## config.mk

```make
export PLATFORM = sky130hd
export DESIGN_NAME = reg4_serial_deser
export DESIGN_NICKNAME = d
export VERILOG_FILES = /design/src/rtl/reg4_serial_deser_pkg.sv /design/src/rtl/reg4_serial_deser_fifo.sv /design/src/rtl/reg4_serial_deser.sv
export SDC_FILE = /design/constraint.sdc
export NUM_CORES = 1
export LEC_CHECK = 0
export BUFFER_PORTS_ARGS = -buffer_cell sky130_fd_sc_hd__buf_4
export CAP_MARGIN = 10
export CORE_ASPECT_RATIO = 0.5
export CORE_MARGIN = 2
export CORE_UTILIZATION = 54
export CTS_BUF_LIST = sky130_fd_sc_hd__clkbuf_8 sky130_fd_sc_hd__clkbuf_16
export CTS_CLUSTER_DIAMETER = 50
export CTS_CLUSTER_SIZE = 24
export DETAILED_ROUTE_END_ITERATION = 7
export PLACE_DENSITY = 0.76
export SLEW_MARGIN = 20
export SYNTH_ARGS = -nofsm -noshare
export SYNTH_HDL_FRONTEND = slang
export SYNTH_SLANG_ARGS = --single-unit
```

## constraint.sdc

```tcl
create_clock -name CLK -period 2.7 [get_ports CLK]
set_clock_uncertainty 0.2 [all_clocks]
set_input_delay 0.405 -clock CLK [delete_from_list [all_inputs] [get_ports CLK]]
set_output_delay 0.405 -clock CLK [all_outputs]
set_load 0.01 [all_outputs]
```

## src/rtl/reg4_serial_deser_pkg.sv

```systemverilog
// Shared constants and helpers for the reg4 serial deserialiser.
// MODO encodings, DIR constants, a ceil-log2 helper and a parity helper.
package reg4_pkg;

    localparam logic [1:0] MODO_SHIFT  = 2'b00;
    localparam logic [1:0] MODO_ROTATE = 2'b01;
    localparam logic [1:0] MODO_LOAD   = 2'b10;
    localparam logic [1:0] MODO_HOLD   = 2'b11;

    localparam logic DIR_MSB = 1'b1;
    localparam logic DIR_LSB = 1'b0;

    // Ceil(log2(value)); value is expected to be >= 2.
    function automatic int clog2(input int value);
        int result;
        int v;
        result = 0;
        v      = value - 1;
        while (v > 0) begin
            result = result + 1;
            v      = v >> 1;
        end
        return result;
    endfunction

    // Even-parity bit over up to 16 data bits.
    function automatic logic parity16(input logic [15:0] data);
        return ^data;
    endfunction

endpackage

```

## src/rtl/reg4_serial_deser_fifo.sv

```systemverilog
// Synchronous FIFO for assembled words, with a registered head-of-queue output.
module deser_fifo #(
    parameter int DW    = 8,
    parameter int DEPTH = 4
) (
    input  logic                            CLK,
    input  logic                            RST_N,
    input  logic                            push,
    input  logic                            pop,
    input  logic [DW-1:0]                   din,
    output logic [DW-1:0]                   dout,
    output logic [reg4_pkg::clog2(DEPTH):0] count,
    output logic                            full,
    output logic                            empty
);
    import reg4_pkg::*;

    localparam int AW = clog2(DEPTH);
    localparam int CW = AW + 1;

    logic [DW-1:0] mem_r [DEPTH];
    logic [AW-1:0] wrPtr_r;
    logic [AW-1:0] rdPtr_r;
    logic [CW-1:0] count_r;
    logic [DW-1:0] dout_r;
    logic          full_r;
    logic          empty_r;

    logic          pushOk_s;
    logic          popOk_s;
    logic [AW-1:0] rdPtrInc_s;
    logic [CW-1:0] countNext_s;
    logic [DW-1:0] headNext_s;

    // Accepted push/pop, next occupancy and the word that will sit at the head.
    always_comb begin
        popOk_s     = pop && !empty_r;
        pushOk_s    = push && (!full_r || popOk_s);
        rdPtrInc_s  = rdPtr_r + AW'(1);
        countNext_s = count_r;
        headNext_s  = dout_r;
        case ({pushOk_s, popOk_s})
            2'b10:   countNext_s = count_r + CW'(1);
            2'b01:   countNext_s = count_r - CW'(1);
            default: countNext_s = count_r;
        endcase
        if (popOk_s) begin
            if (count_r == CW'(1)) begin
                if (pushOk_s) begin
                    headNext_s = din;
                end else begin
                    headNext_s = dout_r;
                end
            end else begin
                headNext_s = mem_r[rdPtrInc_s];
            end
        end else if (empty_r) begin
            if (pushOk_s) begin
                headNext_s = din;
            end else begin
                headNext_s = dout_r;
            end
        end else begin
            headNext_s = dout_r;
        end
    end

    // Storage array; written only on an accepted push.
    always_ff @(posedge CLK) begin
        if (!RST_N) begin
            for (int i = 0; i < DEPTH; i++) begin
                mem_r[i] <= {DW{1'b0}};
            end
        end else if (pushOk_s) begin
            mem_r[wrPtr_r] <= din;
        end
    end

    // Pointers, occupancy flags and the registered head word.
    always_ff @(posedge CLK) begin
        if (!RST_N) begin
            wrPtr_r <= {AW{1'b0}};
            rdPtr_r <= {AW{1'b0}};
            count_r <= {CW{1'b0}};
            dout_r  <= {DW{1'b0}};
            full_r  <= 1'b0;
            empty_r <= 1'b1;
        end else begin
            if (pushOk_s) begin
                wrPtr_r <= wrPtr_r + AW'(1);
            end
            if (popOk_s) begin
                rdPtr_r <= rdPtrInc_s;
            end
            count_r <= countNext_s;
            dout_r  <= headNext_s;
            full_r  <= (countNext_s == CW'(DEPTH));
            empty_r <= (countNext_s == {CW{1'b0}});
        end
    end

    assign dout  = dout_r;
    assign count = count_r;
    assign full  = full_r;
    assign empty = empty_r;

endmodule

```

## src/rtl/reg4_serial_deser.sv

```systemverilog
// Deserialiser for the reg4 shift register's S_OUT stream: assembles words, queues them, flags drops.
// Build option REG4_DESER_PARITY_EN adds a trailing even-parity bit per word and the PERR output.
module reg4_serial_deser #(
    parameter int         WIDTH      = 8,
    parameter int         DEPTH      = 4,
    parameter logic [1:0] MODO_SHIFT = reg4_pkg::MODO_SHIFT
) (
    input  logic                            CLK,
    input  logic                            RST_N,
    input  logic                            ENB,
    input  logic [1:0]                      MODO,
    input  logic                            DIR,
    input  logic                            S_OUT,
    input  logic                            CLR,
    input  logic                            READY,
    output logic                            VALID,
    output logic [WIDTH-1:0]                Q_WORD,
    output logic [reg4_pkg::clog2(DEPTH):0] COUNT,
`ifdef REG4_DESER_PARITY_EN
    output logic                            PERR,
`endif
    output logic                            OVF
);

`ifdef REG4_DESER_PARITY_EN
    localparam int LAST_IDX = WIDTH;
    localparam int DW       = WIDTH + 1;
`else
    localparam int LAST_IDX = WIDTH - 1;
    localparam int DW       = WIDTH;
`endif
    localparam int CNTW = reg4_pkg::clog2(WIDTH + 1);
    localparam int CW   = reg4_pkg::clog2(DEPTH) + 1;

    logic [CNTW-1:0]  bitCnt_r;
    logic [WIDTH-1:0] word_r;
    logic             dirLat_r;
    logic             ovf_r;

    logic             sample_s;
    logic             lastBit_s;
    logic             dirEff_s;
    logic             push_s;
    logic [WIDTH-1:0] shifted_s;
    logic [DW-1:0]    pushData_s;
    logic [DW-1:0]    head_s;
    logic [CW-1:0]    count_s;
    logic             full_s;
    logic             empty_s;

    // Sample qualification, effective bit order and the word to push.
    always_comb begin
        sample_s  = ENB && (MODO == MODO_SHIFT);
        lastBit_s = (bitCnt_r == CNTW'(LAST_IDX));
        if (bitCnt_r == {CNTW{1'b0}}) begin
            dirEff_s = DIR;
        end else begin
            dirEff_s = dirLat_r;
        end
        if (dirEff_s == reg4_pkg::DIR_MSB) begin
            shifted_s = {word_r[WIDTH-2:0], S_OUT};
        end else begin
            shifted_s = {S_OUT, word_r[WIDTH-1:1]};
        end
        push_s = sample_s && lastBit_s && !CLR;
`ifdef REG4_DESER_PARITY_EN
        // The final sample is the parity bit; the data word is already complete.
        pushData_s = {(reg4_pkg::parity16(16'(word_r)) ^ S_OUT), word_r};
`else
        pushData_s = shifted_s;
`endif
    end

    // Bit counter, partial word and per-word direction latch.
    always_ff @(posedge CLK) begin
        if (!RST_N) begin
            bitCnt_r <= {CNTW{1'b0}};
            word_r   <= {WIDTH{1'b0}};
            dirLat_r <= reg4_pkg::DIR_LSB;
        end else if (CLR) begin
            bitCnt_r <= {CNTW{1'b0}};
            word_r   <= {WIDTH{1'b0}};
        end else if (sample_s) begin
            if (bitCnt_r == {CNTW{1'b0}}) begin
                dirLat_r <= DIR;
            end
            if (lastBit_s) begin
                bitCnt_r <= {CNTW{1'b0}};
                word_r   <= {WIDTH{1'b0}};
            end else begin
                bitCnt_r <= bitCnt_r + CNTW'(1);
                word_r   <= shifted_s;
            end
        end
    end

    // Sticky overflow: a completed word met a full FIFO that was not popping.
    always_ff @(posedge CLK) begin
        if (!RST_N) begin
            ovf_r <= 1'b0;
        end else if (CLR) begin
            ovf_r <= 1'b0;
        end else if (push_s && full_s && !READY) begin
            ovf_r <= 1'b1;
        end
    end

    deser_fifo #(
        .DW    (DW),
        .DEPTH (DEPTH)
    ) u_fifo (
        .CLK   (CLK),
        .RST_N (RST_N),
        .push  (push_s),
        .pop   (READY),
        .din   (pushData_s),
        .dout  (head_s),
        .count (count_s),
        .full  (full_s),
        .empty (empty_s)
    );

    assign VALID  = !empty_s;
    assign Q_WORD = head_s[WIDTH-1:0];
    assign COUNT  = count_s;
    assign OVF    = ovf_r;
`ifdef REG4_DESER_PARITY_EN
    assign PERR   = head_s[WIDTH];
`endif

endmodule

```

# After elaboration in Yosys (flattened, before gate mapping)
# Memory sizes are Yosys's and may differ from the RTL's.
# Cells that the tools add are included.
# totals
latch_bits	0
memories	1
ff_bits	31
romBits	0
output_inout_bits	13
mem_bits_rw	32
# mem_list
memory	depth	width	rd	rd_ports_with_merged_regs	write_ports	line	source
u_fifo.mem_r	4	8	1	0	4	reg4_serial_deser_fifo.sv:21	logic [DW-1:0] mem_r [DEPTH];
# op_classes
bitwise_logic	2
div_mod_pow	0
shift	0
n_eq_ne	5
order_cmp	0
mux	16
mul	0
reduce_logical	19
addsub	5
# op_table
cell	count
$mux W8	7
$reduce_or A8 Y1	1
$logic_and A1 B1 Y1	7
$mux W1	6
$pmux W3 S2	1
$add A2 B1 Y2 const B	2
$add A4 B1 Y4 const B	1
$eq A4 B3 Y1 const B	1
$logic_not A1 Y1	4
$logic_not A4 Y1	1
$mux W4	1
$add A3 B1 Y3 const B	1
$eq A3 B1 Y1 const B	1
$eq A3 B3 Y1 const B	1
$logic_not A3 Y1	1
$sub A3 B1 Y3 const B	1
$eq A2 B1 Y1 const B	1
$eq A2 B2 Y1 const B	1
$logic_not A2 Y1	1
$mux W2	1
$not A1 Y1	2
$reduce_and A2 Y1	1
$reduce_bool A2 Y1	1
$reduce_or A2 Y1	1
$logic_or A1 B1 Y1	1

# Depth between registers and ports, before layout
# Gate-level depths: netlist of the first run.
# depth
ltp_word	10
ltp_mapped	11

# Cells and area by module
# From an unflattened synthesis of the first run, not the netlist that was laid out.
# hier_totals
hier_cells	257
hier_area_um2	3185.6
# modules_own_cells
mod	cells_per_inst	area_each_um2	n_inst	seq_area_each_um2
deser_fifo	172	2354.8	1	1301.2
reg4_serial_deser	85	830.8	1	280.3

# Least setup slack after synthesis of the first run
# No wires, ideal clock.
# synth_timing
kind	in2reg
from	input port MODO[1]
to	register u_fifo.empty_r, in the netlist u_fifo.empty
required_time_ps	2422
arrival_ps	2479
setup_time_ps	78
path_slack_ps	-57
cell_stages	10
cell_sequence	or3b_1 buf_2 a2111oi_2 buf_2 inv_1 ha_1 nand2b_1 o221ai_1 inv_1 nor3_1
# synth_via
elab_chain_len	8
elab_cells_between_ends	9
classes_between	eq/ne: 2; mux: 1; reduce/logical: 6
# synth_rtl
element	line	source
from (decl)	reg4_serial_deser.sv:11	input logic [1:0] MODO,
$logic_not A2 Y1 (*)	reg4_serial_deser.sv:53	sample_s = ENB && (MODO == MODO_SHIFT);
$logic_and A1 B1 Y1 (*)	reg4_serial_deser.sv:53	
$logic_and A1 B1 Y1 (*) (2 in series)	reg4_serial_deser.sv:65	push_s = sample_s && lastBit_s && !CLR;
$logic_and A1 B1 Y1 (*)	reg4_serial_deser_fifo.sv:38	pushOk_s = push && (!full_r || popOk_s);
$eq A2 B1 Y1 or $eq A2 B2 Y1 (tied branches)	reg4_serial_deser_fifo.sv:42	case ({pushOk_s, popOk_s})
$pmux W3 S2 (*)	reg4_serial_deser_fifo.sv:42	
$logic_not A3 Y1 (*)	reg4_serial_deser_fifo.sv:98	empty_r <= (countNext_s == {CW{1'b0}});
to (signal assigned)	reg4_serial_deser_fifo.sv:98	
to (decl)	reg4_serial_deser_fifo.sv:27	logic empty_r;
# Mark *: on every way between the ends. The rest lies on a longest branch, timed or not.
# A chain may end at the register's enable or synchronous reset.

# Worst setup path after layout of the first run
# layout_timing
from	register bitCnt_r[0]
to	register u_fifo.full_r, in the netlist u_fifo.full
# layout_via
elab_chain_len	7
elab_cells_between_ends	8
classes_between	eq/ne: 4; mux: 1; reduce/logical: 3
# layout_rtl
element	line	source
from (decl)	reg4_serial_deser.sv:35	logic [CNTW-1:0] bitCnt_r;
from (signal assigned)	reg4_serial_deser.sv:77	bitCnt_r <= {CNTW{1'b0}};
from (signal assigned)	reg4_serial_deser.sv:81	bitCnt_r <= {CNTW{1'b0}};
from (signal assigned)	reg4_serial_deser.sv:88	bitCnt_r <= {CNTW{1'b0}};
$eq A4 B3 Y1 (*)	reg4_serial_deser.sv:54	lastBit_s = (bitCnt_r == CNTW'(LAST_IDX));
$logic_and A1 B1 Y1 (*) (2 in series)	reg4_serial_deser.sv:65	
$logic_and A1 B1 Y1 (*)	reg4_serial_deser_fifo.sv:38	
$eq A2 B1 Y1 or $eq A2 B2 Y1 (tied branches)	reg4_serial_deser_fifo.sv:42	
$pmux W3 S2 (*)	reg4_serial_deser_fifo.sv:42	
$eq A3 B3 Y1 (*)	reg4_serial_deser_fifo.sv:97	full_r <= (countNext_s == CW'(DEPTH));
to (signal assigned)	reg4_serial_deser_fifo.sv:97	
to (decl)	reg4_serial_deser_fifo.sv:26	logic full_r;
# Marks and branches as above.

==> metrics.md, run 1 <==
| Metric | Value |
|---|---|
| Status | finished, final reports clean |
| PD cells | 522 nW/um^2 |
| P&R area growth vs syn | 18.7% |
| Crit Path Max Fanout | 20 |
| Number of fill cells | 400 |
| Worst path slowest cell | a2111oi_4 |
| Die area | 6110 sq um |
| Unrepaired setup endpoints after global routing | false |
| Synthesis Warnings | 0 |
| Peak supply drop | 0.233 mV |
| CP Buf/Inv Count | 2 |
| Min-delay worst type | input port to flop |
| Slew at the pin with the worst max-slew slack | 0.602 ns |
| DP Worst Slack | -0.0796 ns |
| Setup crit end kind | flop |
| Top post-synthesis cells by area | edfxtp_1, dfxtp_1, mux4_2, nor2_1, a21oi_1 |
| Num CTS Buffers | 9 |
| Layout cells sized above 1 | 0.223 |
| Cells after synthesis | 276 |
| Synth unique cells | 36 |
| Clock Path Buffers | 2 |
| Slowest stage delay, CP | 0.42 ns |
| DPL Wire Length | 4520 um |
| Syn nets | 293 |
| Chip width | 109 um |
| ANT cells | 0 |
| Reg2reg setup slack | 0.20 ns |
| Number of port buffers | 21 |
| Crit path max-delay family | compound AO/OA/AOI/OAI gates |
| First-pass DRT Iterations | 4 |
| Synth Cell Area | 2950 sq um |
| Leakage power | 1.28 nW |
| DRC | 0 |
| First-pass GRT wire length | 10400 um |
| Setup TNS | 0 ns |
| Final worst slack | 0.204 ns |
| Relative slew slack | 0.598 |
| Avg Cell Area, Syn | 10.7 sq um |
| Total track usage | 0.229 |
| Hold Crit Depth | 3 |
| Placed cells | 372 |
| Io pins | 22 |
| Final Hold Viols | 0 |
| Routed Antenna Nets | 0 |
| Crit path depth | 10 |
| Initial core utilization | 0.580 |
| CP Data Arrival Time | 2.58 ns |
| Yosys top cell area share | 0.326 |
| Drt wl/cell | 16.1 um |
| WS Path Type | flop to flop |
| Total gr overflow | 0 |
| Number of synthesized register bits | 63 |
| Sequential share of the synthesized area | 0.536 |
| Hold Buf Count CTS | 0 |
| Core area | 5090 sq um |
| CTS sink cnt | 63 |
| Final std cells w/o fill | 388 |
| Routability cong. | 0.824 |
| Clock transition at the registers of the reported paths | 0.07 ns |
| Final Critical Period | 2.50 ns |
| R2R depth | 10 |
| Fmax | 0.401 GHz |
| Number of global-route vias before repair | 2096 |
| Startpoint Class | flop |
| Drt total wl | 6250 um |
| Nets | 330 |
| First DRT Iteration DRCs | 171 |
| Initial antenna violation count | 0 |
| H-tree depth | 3 |
| Root buffer cell | clkbuf_8 |
| Cell Chain, Critical Path | ha_1 > nand3b_1 > a2111oi_4 > buf_6 > ha_2 > a22oi_1 > nor2_1 > o221ai_2 > nor3_1 > buf_4 |
| Crit path required time | 2.79 ns |
| Num rows | 18 |
| Via density | 5.57 |
| Vert. Die Dim | 56.3 um |
| Clock Latency Late Sink | 0.34 ns |
| Pin count of the biggest net entering global routing | 23 |
| Post-CTS setup buffers | 0 |
| Total of max-cap violations | 0 |
| Final setup fails | 0 |
| Via count | 2162 |
| Post-CTS Resized | 0 |
| Period utilization | 0.924 |
| Leading area contributor after synthesis | edfxtp_1 |
| Slew Limit Fails | 0 |
| CTS tree | done |
cells in the final DEF, fill, tap and decap left out, drive strengths merged, types with 8 or more instances in the layout:
master	netlist	layout
nor2	46	46
a211o	8	8
a21oi	25	25
o21ai	9	9
edfxtp	32	32
dfxtp	31	31
clkbuf	9	10
mux4	8	8
buf	6	41
ha	8	8
mux2i	11	11
nand2b	10	10
nand2	24	24
inv	11	13
final timing paths:
kind	from	endpoint
max	bitCnt_r[0]	u_fifo.full
min	DIR	dirLat_r
max reg2reg	bitCnt_r[0]	u_fifo.full
min reg2reg	word_r[7]	word_r[7]
flip-flops by register name, indices dropped and copies added, names as in the netlist, 2 cells and up:
name            cells
word_r              8
u_fifo.dout         8
u_fifo.rdPtr_r      2
u_fifo.count        3
u_fifo.wrPtr_r      2
bitCnt_r            4
u_fifo.mem_r       32
per-layer routing:
metal / vias up / track usage / wire (um)
met5: - / 0 / 0
met4: 0 / 0.0440 / 44
met3: 4 / 0.0964 / 484
met2: 87 / 0.327 / 2760
met1: 1033 / 0.330 / 2960
li1: 1038 / - / -
through the flow:
stage / cell area [sq um] / hold slack (ns) / power (mW) / utilization
2_1_floorplan: 2970 / 0.236 / 1.09 / -
3_5_place_dp: 3290 / 0.249 / 1.12 / 0.647
6_report: 3500 / 0.165 / 1.83 / 0.688
5_1_grt: 3500 / 0.184 / 1.90 / 0.688
3_3_place_gp: 3290 / 0.247 / 1.12 / 0.647
4_1_cts: 3470 / 0.156 / 1.84 / 0.682
report_power, final:
group	internal [mW]	switching (mW)	total (mW)	leakage, nW
combinational	0.0319	0.0406	0.0725	0.610
clock	0.376	0.351	0.726	0.103
sequential	1.02	0.00818	1.03	0.571
total	1.43	0.399	1.83	1.28
area by class of cell:
class                      instances  area [sq um]  share of cell area
clock buffer                      10           149              0.0425
clock inverter                     6          27.5             0.00786
inverter                          11          41.3              0.0118
multi-input combinational        187          1290               0.368
sequential                        63          1580               0.452
tap                               70          87.6              0.0250
timing repair buffer              41           324              0.0926
kinds of logic (layout without fill, tap and decap cells):
| logic type | count (synthesis) | count (layout) | share of synthesized area |
|---|---|---|---|
| xor+xnor | 6 | 6 | 0.0178 |
| simple gates | 104 | 104 | 0.165 |
| mux | 19 | 19 | 0.103 |
| compound gates | 50 | 50 | 0.105 |
| flops | 63 | 63 | 0.536 |
| buf+inv | 26 | 68 | 0.0399 |
| fa+ha+maj | 8 | 8 | 0.0339 |
Yosys cell counts:
master     count
nand2_1       24
dfxtp_1       31
nor3b_1        2
a2111o_1       1
buf_2          4
o221ai_1       1
or3b_1         3
a21boi_1       1
mux2i_1       10
nor3_2         1
nor3_1         4
nor2_1        46
edfxtp_1      32
clkbuf_1       9
a2111oi_2      1
mux4_2         8
o22ai_1        1
ha_1           8
and2_1         7
nor2b_1        2
or3_1          1
nand4_1        1
a21oi_1       25
buf_6          2
a31oi_1        1
nand2b_1      10
nand3b_1       1
mux2i_4        1
a22oi_1        2
xnor2_1        3
or2b_1         1
nand3_1        1
o21ai_0        9
xor2_1         3
a211o_1        8
inv_1         11
worst min-delay path, delay by kind of cell:
kind	cells	cell delay [ns]
muxes	1	0.06
and+or+nand+nor	1	0.09
buffers and inverters	1	0.10
No activity file was read; power rests on OpenSTA's default activity.
==> run 2: changes to the inputs <==
--- a/config.mk
+++ b/config.mk
@@ -7,14 +7,16 @@
 export LEC_CHECK = 0
 export BUFFER_PORTS_ARGS = -buffer_cell sky130_fd_sc_hd__buf_4
 export CAP_MARGIN = 10
+export CELL_PAD_IN_SITES_DETAIL_PLACEMENT = 1
+export CELL_PAD_IN_SITES_GLOBAL_PLACEMENT = 2
 export CORE_ASPECT_RATIO = 0.5
 export CORE_MARGIN = 2
-export CORE_UTILIZATION = 54
+export CORE_UTILIZATION = 35
 export CTS_BUF_LIST = sky130_fd_sc_hd__clkbuf_8 sky130_fd_sc_hd__clkbuf_16
 export CTS_CLUSTER_DIAMETER = 50
 export CTS_CLUSTER_SIZE = 24
 export DETAILED_ROUTE_END_ITERATION = 7
-export PLACE_DENSITY = 0.76
+export PLACE_DENSITY_LB_ADDON = 0.1
 export SLEW_MARGIN = 20
 export SYNTH_ARGS = -nofsm -noshare
 export SYNTH_HDL_FRONTEND = slang
==> metrics.md, run 2 (synthesized netlist as in run 1, its figures left out) <==
| Metric | Value |
|---|---|
| Status | finished, final reports clean (unchanged) |
| Core utilization of the finished layout | 0.465 (was 0.688) |
| Number of global-route vias before repair | 2243 (was 2096) |
| Crit Path Max Fanout | 6 (was 20) |
| Via count | 2175 (was 2162) |
| Number of port buffers | 21 (unchanged) |
| Fmax | 0.384 GHz (was 0.401 GHz) |
| Core area | 8090 sq um (was 5090 sq um) |
| Final setup fails | 0 (unchanged) |
| Reg2reg setup slack | 0.09 ns (was 0.20 ns) |
| Setup crit end kind | flop (unchanged) |
| ANT cells | 0 (unchanged) |
| Setup TNS | 0 ns (unchanged) |
| H-tree depth | 3 (unchanged) |
| Biggest register | u_fifo.mem_r (unchanged) |
| Drt wl/cell | 18.0 um (was 16.1 um) |
| Commonest cells after routing, fill and taps aside | nor2_1, buf_4, edfxtp_1 (unchanged) |
| Hold Buf Count CTS | 0 (unchanged) |
| Num CTS Buffers | 9 (unchanged) |
| Final Hold Viols | 0 (unchanged) |
| Num rows | 23 (was 18) |
| Clock transition at the registers of the reported paths | 0.05 ns (was 0.07 ns) |
| CTS sink cnt | 63 (unchanged) |
| R2R depth | 10 (unchanged) |
| Routability cong. | 0.771 (was 0.824) |
| Min-delay worst type | input port to flop (unchanged) |
| RR Endpoint | u_fifo.empty (was u_fifo.full) |
| Chip width | 134 um (was 109 um) |
| Io pins | 22 (unchanged) |
| Slew Limit Fails | 0 (unchanged) |
| Multi-input gate area | 1280 sq um (was 1290 sq um) |
| Crit path required time | 2.75 ns (was 2.79 ns) |
| Nets | 335 (was 330) |
| CP Data Arrival Time | 2.66 ns (was 2.58 ns) |
| Peak supply drop | 0.314 mV (was 0.233 mV) |
| Vert. Die Dim | 68.9 um (was 56.3 um) |
| Final Critical Period | 2.61 ns (was 2.50 ns) |
| Routed Antenna Nets | 0 (unchanged) |
| Hold Crit Depth | 3 (unchanged) |
| Via density | 5.00 (was 5.57) |
| DRC | 0 (unchanged) |
| Hold path endpoint | dirLat_r (unchanged) |
| Root buffer cell | clkbuf_16 (was clkbuf_8) |
| Pin count of the biggest net entering global routing | 22 (was 23) |
| First-pass GRT wire length | 12300 um (was 10400 um) |
| Startpoint Class | flop (unchanged) |
| Clock Path Buffers | 2 (unchanged) |
| Slew at the pin with the worst max-slew slack | 0.638 ns (was 0.602 ns) |
| Drt total wl | 7850 um (was 6250 um) |
| Final worst slack | 0.0950 ns (was 0.204 ns) |
| Layout cells sized above 1 | 0.229 (was 0.223) |
| Leakage power | 1.39 nW (was 1.28 nW) |
| DP Worst Slack | -0.122 ns (was -0.0796 ns) |
| Max reg flops | 32 (unchanged) |
| Initial core utilization | 0.365 (was 0.580) |
| Total track usage | 0.187 (was 0.229) |
| Total gr overflow | 0 (unchanged) |
| PD cells | 650 nW/um^2 (was 522 nW/um^2) |
| Reg area | 1580 sq um (about the same) |
| Worst Setup SP | bitCnt_r[1] (was bitCnt_r[0]) |
| Most common cell after layout, fill and taps aside | nor2_1 (unchanged) |
| P&R area growth vs syn | 27.6% (was 18.7%) |
| WS Path Type | flop to flop (unchanged) |
| Number of fill cells | 896 (was 400) |
| Hold Startpoint | DIR (unchanged) |
| First DRT Iteration DRCs | 116 (was 171) |
| CTS tree | done (unchanged) |
| Die area | 9220 sq um (was 6110 sq um) |
| First-pass DRT Iterations | 4 (unchanged) |
| DPL Wire Length | 5650 um (was 4520 um) |
| Total of max-cap violations | 0 (unchanged) |
| Clock Latency Late Sink | 0.33 ns (was 0.34 ns) |
| RR Startpoint | bitCnt_r[1] (was bitCnt_r[0]) |
| Period utilization | 0.965 (was 0.924) |
| Initial antenna violation count | 0 (unchanged) |
| Relative slew slack | 0.574 (was 0.598) |
==> run 2: changes by cell type in the layout (fill, tap and decap cells not counted), sizes merged <==
cell	previous run	this run
buf	41	46
clkinv	4	1
bufinv	0	3
==> run 2: timing repair <==
| action | CTS | global route |
|---|---|---|
| endpoints found under the setup margin | 0 | 2 |
| gates resized for setup | 0 | 5 |
| buffers inserted | 0 | 1 |
==> run 2: report_power, final <==
group	leakage (nW)	switching [mW]	total, mW	internal, mW
registers	0.571	0.00866	1.03	1.02
logic	0.644	0.0452	0.0837	0.0385
clock network	0.173	0.412	1.33	0.916
total	1.39	0.466	2.44	1.98
==> run 2: worst max path at each step <==
stage / end / slack [ns] / cells past startpoint
global route: u_fifo.empty / -0.002 / 10
global placement: u_fifo.full / -0.06 / 9
floorplan: u_fifo.empty / 0.04 / 10
detailed placement: u_fifo.full / -0.12 / 9
finish: u_fifo.empty / 0.09 / 10
CTS: u_fifo.empty / 0.16 / 10
==> run 2: layout make-up <==
type | instances | area share
Clock inverter | 6 | 0.0269
Tap cell | 112 | 0.0372
Inverter | 11 | 0.0110
Sequential cell | 63 | 0.421
Clock buffer | 10 | 0.0635
Timing Repair Buffer | 46 | 0.102
Multi-Input combinational cell | 187 | 0.339
==> run 2: through the flow <==
step           total power, mW  instances  instance area, sq um  hold WS, ns
3_5_place_dp              1.14        418                  3400        0.258
5_1_grt                   2.52        435                  3760        0.182
6_report                  2.44        435                  3760        0.175
2_1_floorplan             1.09        276                  2970        0.236
3_3_place_gp              1.13        418                  3400        0.245
4_1_cts                   2.46        434                  3740        0.171
==> run 2: routing by layer <==
metal	GRT usage	share of wire	routed length [um]	up-vias
met5	0	0	0	-
met4	0.0638	0.011	88	0
met3	0.0534	0.031	244	6
met2	0.300	0.44	3420	32
met1	0.246	0.52	4090	1087
li1	-	-	-	1050
==> run 2: worst max-delay path, stage by stage (launching register included) <==
cell,delay [ns]
dfxtp_1,0.39
ha_1,0.19
nand3b_1,0.21
a2111oi_4,0.45
inv_2,0.11
ha_1,0.38
nor2_1,0.06
o21ai_0,0.11
nand2_1,0.10
and2_1,0.18
nor3_1,0.15
==> run 3: changes to the inputs <==
--- a/config.mk
+++ b/config.mk
@@ -10,7 +10,7 @@
 export CELL_PAD_IN_SITES_DETAIL_PLACEMENT = 1
 export CELL_PAD_IN_SITES_GLOBAL_PLACEMENT = 2
 export CORE_ASPECT_RATIO = 0.5
-export CORE_MARGIN = 2
+export CORE_MARGIN = 8
 export CORE_UTILIZATION = 35
 export CTS_BUF_LIST = sky130_fd_sc_hd__clkbuf_8 sky130_fd_sc_hd__clkbuf_16
 export CTS_CLUSTER_DIAMETER = 50
==> metrics.md, run 3 (synthesized netlist as in run 1, its figures left out) <==
| Metric | Value |
|---|---|
| Startpoint Class | flop (unchanged) |
| Hold Crit Depth | 3 (unchanged) |
| Reg2reg setup slack | 0.20 ns (was 0.09 ns) |
| Via count | 2179 (was 2175) |
| Total gr overflow | 0 (unchanged) |
| Initial core utilization | 0.365 (unchanged) |
| Relative slew slack | 0.604 (was 0.574) |
| Pin count of the biggest net entering global routing | 22 (unchanged) |
| Chip width | 146 um (was 134 um) |
| P&R area growth vs syn | 25.7% (was 27.6%) |
| Slew Limit Fails | 0 (unchanged) |
| Layout cells sized above 1 | 0.230 (was 0.229) |
| Period utilization | 0.926 (was 0.965) |
| PD cells | 595 nW/um^2 (was 650 nW/um^2) |
| Min-delay worst type | input port to flop (unchanged) |
| Vert. Die Dim | 80.9 um (was 68.9 um) |
| Global routing's busiest layer | met2 (unchanged) |
| Num rows | 23 (unchanged) |
| Total of max-cap violations | 0 (unchanged) |
| Slew at the pin with the worst max-slew slack | 0.593 ns (was 0.638 ns) |
| CTS sink cnt | 63 (unchanged) |
| Routed Antenna Nets | 0 (unchanged) |
| DP Worst Slack | -0.182 ns (was -0.122 ns) |
| Total track usage | 0.142 (was 0.187) |
| CTS tree | done (unchanged) |
| Clock transition at the registers of the reported paths | 0.05 ns (about the same) |
| H-tree depth | 3 (unchanged) |
| Area after DPL | 3400 sq um (unchanged) |
| DPL Wire Length | 5800 um (was 5650 um) |
| Core area | 8090 sq um (unchanged) |
| Design Area, Final | 3710 sq um (was 3760 sq um) |
| DRC | 0 (unchanged) |
| Post-CTS setup buffers | 0 (unchanged) |
| Root buffer cell | clkbuf_16 (unchanged) |
| R2R depth | 6 (was 10) |
| CP Data Arrival Time | 2.34 ns (was 2.66 ns) |
| Final setup fails | 0 (unchanged) |
| Crit path required time | 2.54 ns (was 2.75 ns) |
| First-pass GRT wire length | 12800 um (was 12300 um) |
| Peak supply drop | 0.290 mV (was 0.314 mV) |
| Num CTS Buffers | 9 (unchanged) |
| Final Critical Period | 2.50 ns (was 2.61 ns) |
| Clock Path Buffers | 2 (unchanged) |
| Hold Startpoint | DIR (unchanged) |
| Leakage power | 1.35 nW (was 1.39 nW) |
| Max reg flops | 32 (unchanged) |
| Met1 usage | 0.197 (was 0.246) |
| First-pass DRT Iterations | 4 (unchanged) |
| Hold path endpoint | dirLat_r (unchanged) |
| Final Hold Viols | 0 (unchanged) |
| Crit Path Max Fanout | 8 (was 6) |
| Most common cell after layout, fill and taps aside | nor2_1 (unchanged) |
| Io pins | 22 (unchanged) |
| Core utilization of the finished layout | 0.459 (was 0.465) |
| Biggest register | u_fifo.mem_r (unchanged) |
| ANT cells | 0 (unchanged) |
| Via density | 5.02 (was 5.00) |
| Number of global-route vias before repair | 2364 (was 2243) |
| First DRT Iteration DRCs | 118 (was 116) |
| RR Endpoint | u_fifo.mem_r[1][4] (was u_fifo.empty) |
| Status | finished, final reports clean (unchanged) |
| Tot Pwr | 2.21 mW (was 2.44 mW) |
| Setup crit end kind | flop (unchanged) |
| Nets | 334 (was 335) |
| Hold Buf Count CTS | 0 (unchanged) |
| Grt met2 use | 0.208 (was 0.300) |
| Drt total wl | 7960 um (was 7850 um) |
| Final worst slack | 0.200 ns (was 0.0950 ns) |
| Clock Latency Late Sink | 0.32 ns (was 0.33 ns) |
| Unrepaired setup endpoints after global routing | false |
| Drt wl/cell | 18.3 um (was 18.0 um) |
| Initial antenna violation count | 0 (unchanged) |
| Number of port buffers | 21 (unchanged) |
| Routability cong. | 0.742 (was 0.771) |
| Commonest cells after routing, fill and taps aside | nor2_1, buf_4, edfxtp_1 (unchanged) |
| Fmax | 0.400 GHz (was 0.384 GHz) |
| Die area | 11800 sq um (was 9220 sq um) |
| M3 GR Usage | 0.0410 (was 0.0534) |
| RR Startpoint | u_fifo.empty (was bitCnt_r[1]) |
| WS Path Type | flop to flop (unchanged) |
[run 3: stage by stage]
| stage | setup TNS (ns) | hold slack, ns | cells |
|---|---|---|---|
| 2_1_floorplan | 0 | 0.236 | 276 |
| 3_3_place_gp | -0.391 | 0.248 | 418 |
| 3_5_place_dp | -1.27 | 0.257 | 418 |
| 4_1_cts | 0 | 0.165 | 434 |
| 5_1_grt | 0 | 0.183 | 434 |
| 6_report | 0 | 0.175 | 434 |
[run 3: area by class of cell]
type	instances	area [sq um]
multi-input combinational	187	1290
timing repair buffer	45	375
fill	887	4380
inverter	11	41.3
clock inverter	7	55.1
clock buffer	9	225
tap	112	140
sequential	63	1580
[run 3: layer usage]
layer  vias up  wire length (um)  part of all wire
met5         -                 0                 0
met4         0                91             0.011
met3        10               259             0.033
met2        28              3290              0.41
met1      1096              4320              0.54
li1       1045                 -                 -
[run 3: worst max path at each step]
stage,slack (ns),depth (start not counted),startpoint,end
after floorplan,0.04,10,MODO[1],u_fifo.empty
after global placement,-0.05,9,MODO[1],u_fifo.full
after detailed placement,-0.18,10,MODO[1],u_fifo.empty
after CTS,0.13,9,u_fifo.empty,u_fifo.empty
after global routing,0.04,10,bitCnt_r[0],u_fifo.full
final,0.20,6,u_fifo.empty,u_fifo.mem_r[1][4]
[run 3: worst max-delay path: stages (launching register included)]
cell and delay (ns):
dfxtp_1 0.34, or2b_1 0.31, buf_4 0.19, a2111o_1 0.47
or3b_1 0.43, nand2_1 0.14, buf_12 0.14
[run 3: timing repair]
action                                 CTS  global route
gates resized for setup                  0             7
endpoints found under the hold margin    0             0
setup endpoints to repair                0             2
[run 3: power by group]
group / total [mW] / internal [mW] / switching (mW) / leakage, nW
combinational: 0.0837 / 0.0385 / 0.0452 / 0.640
clock: 1.09 / 0.697 / 0.393 / 0.143
sequential: 1.03 / 1.02 / 0.00856 / 0.572
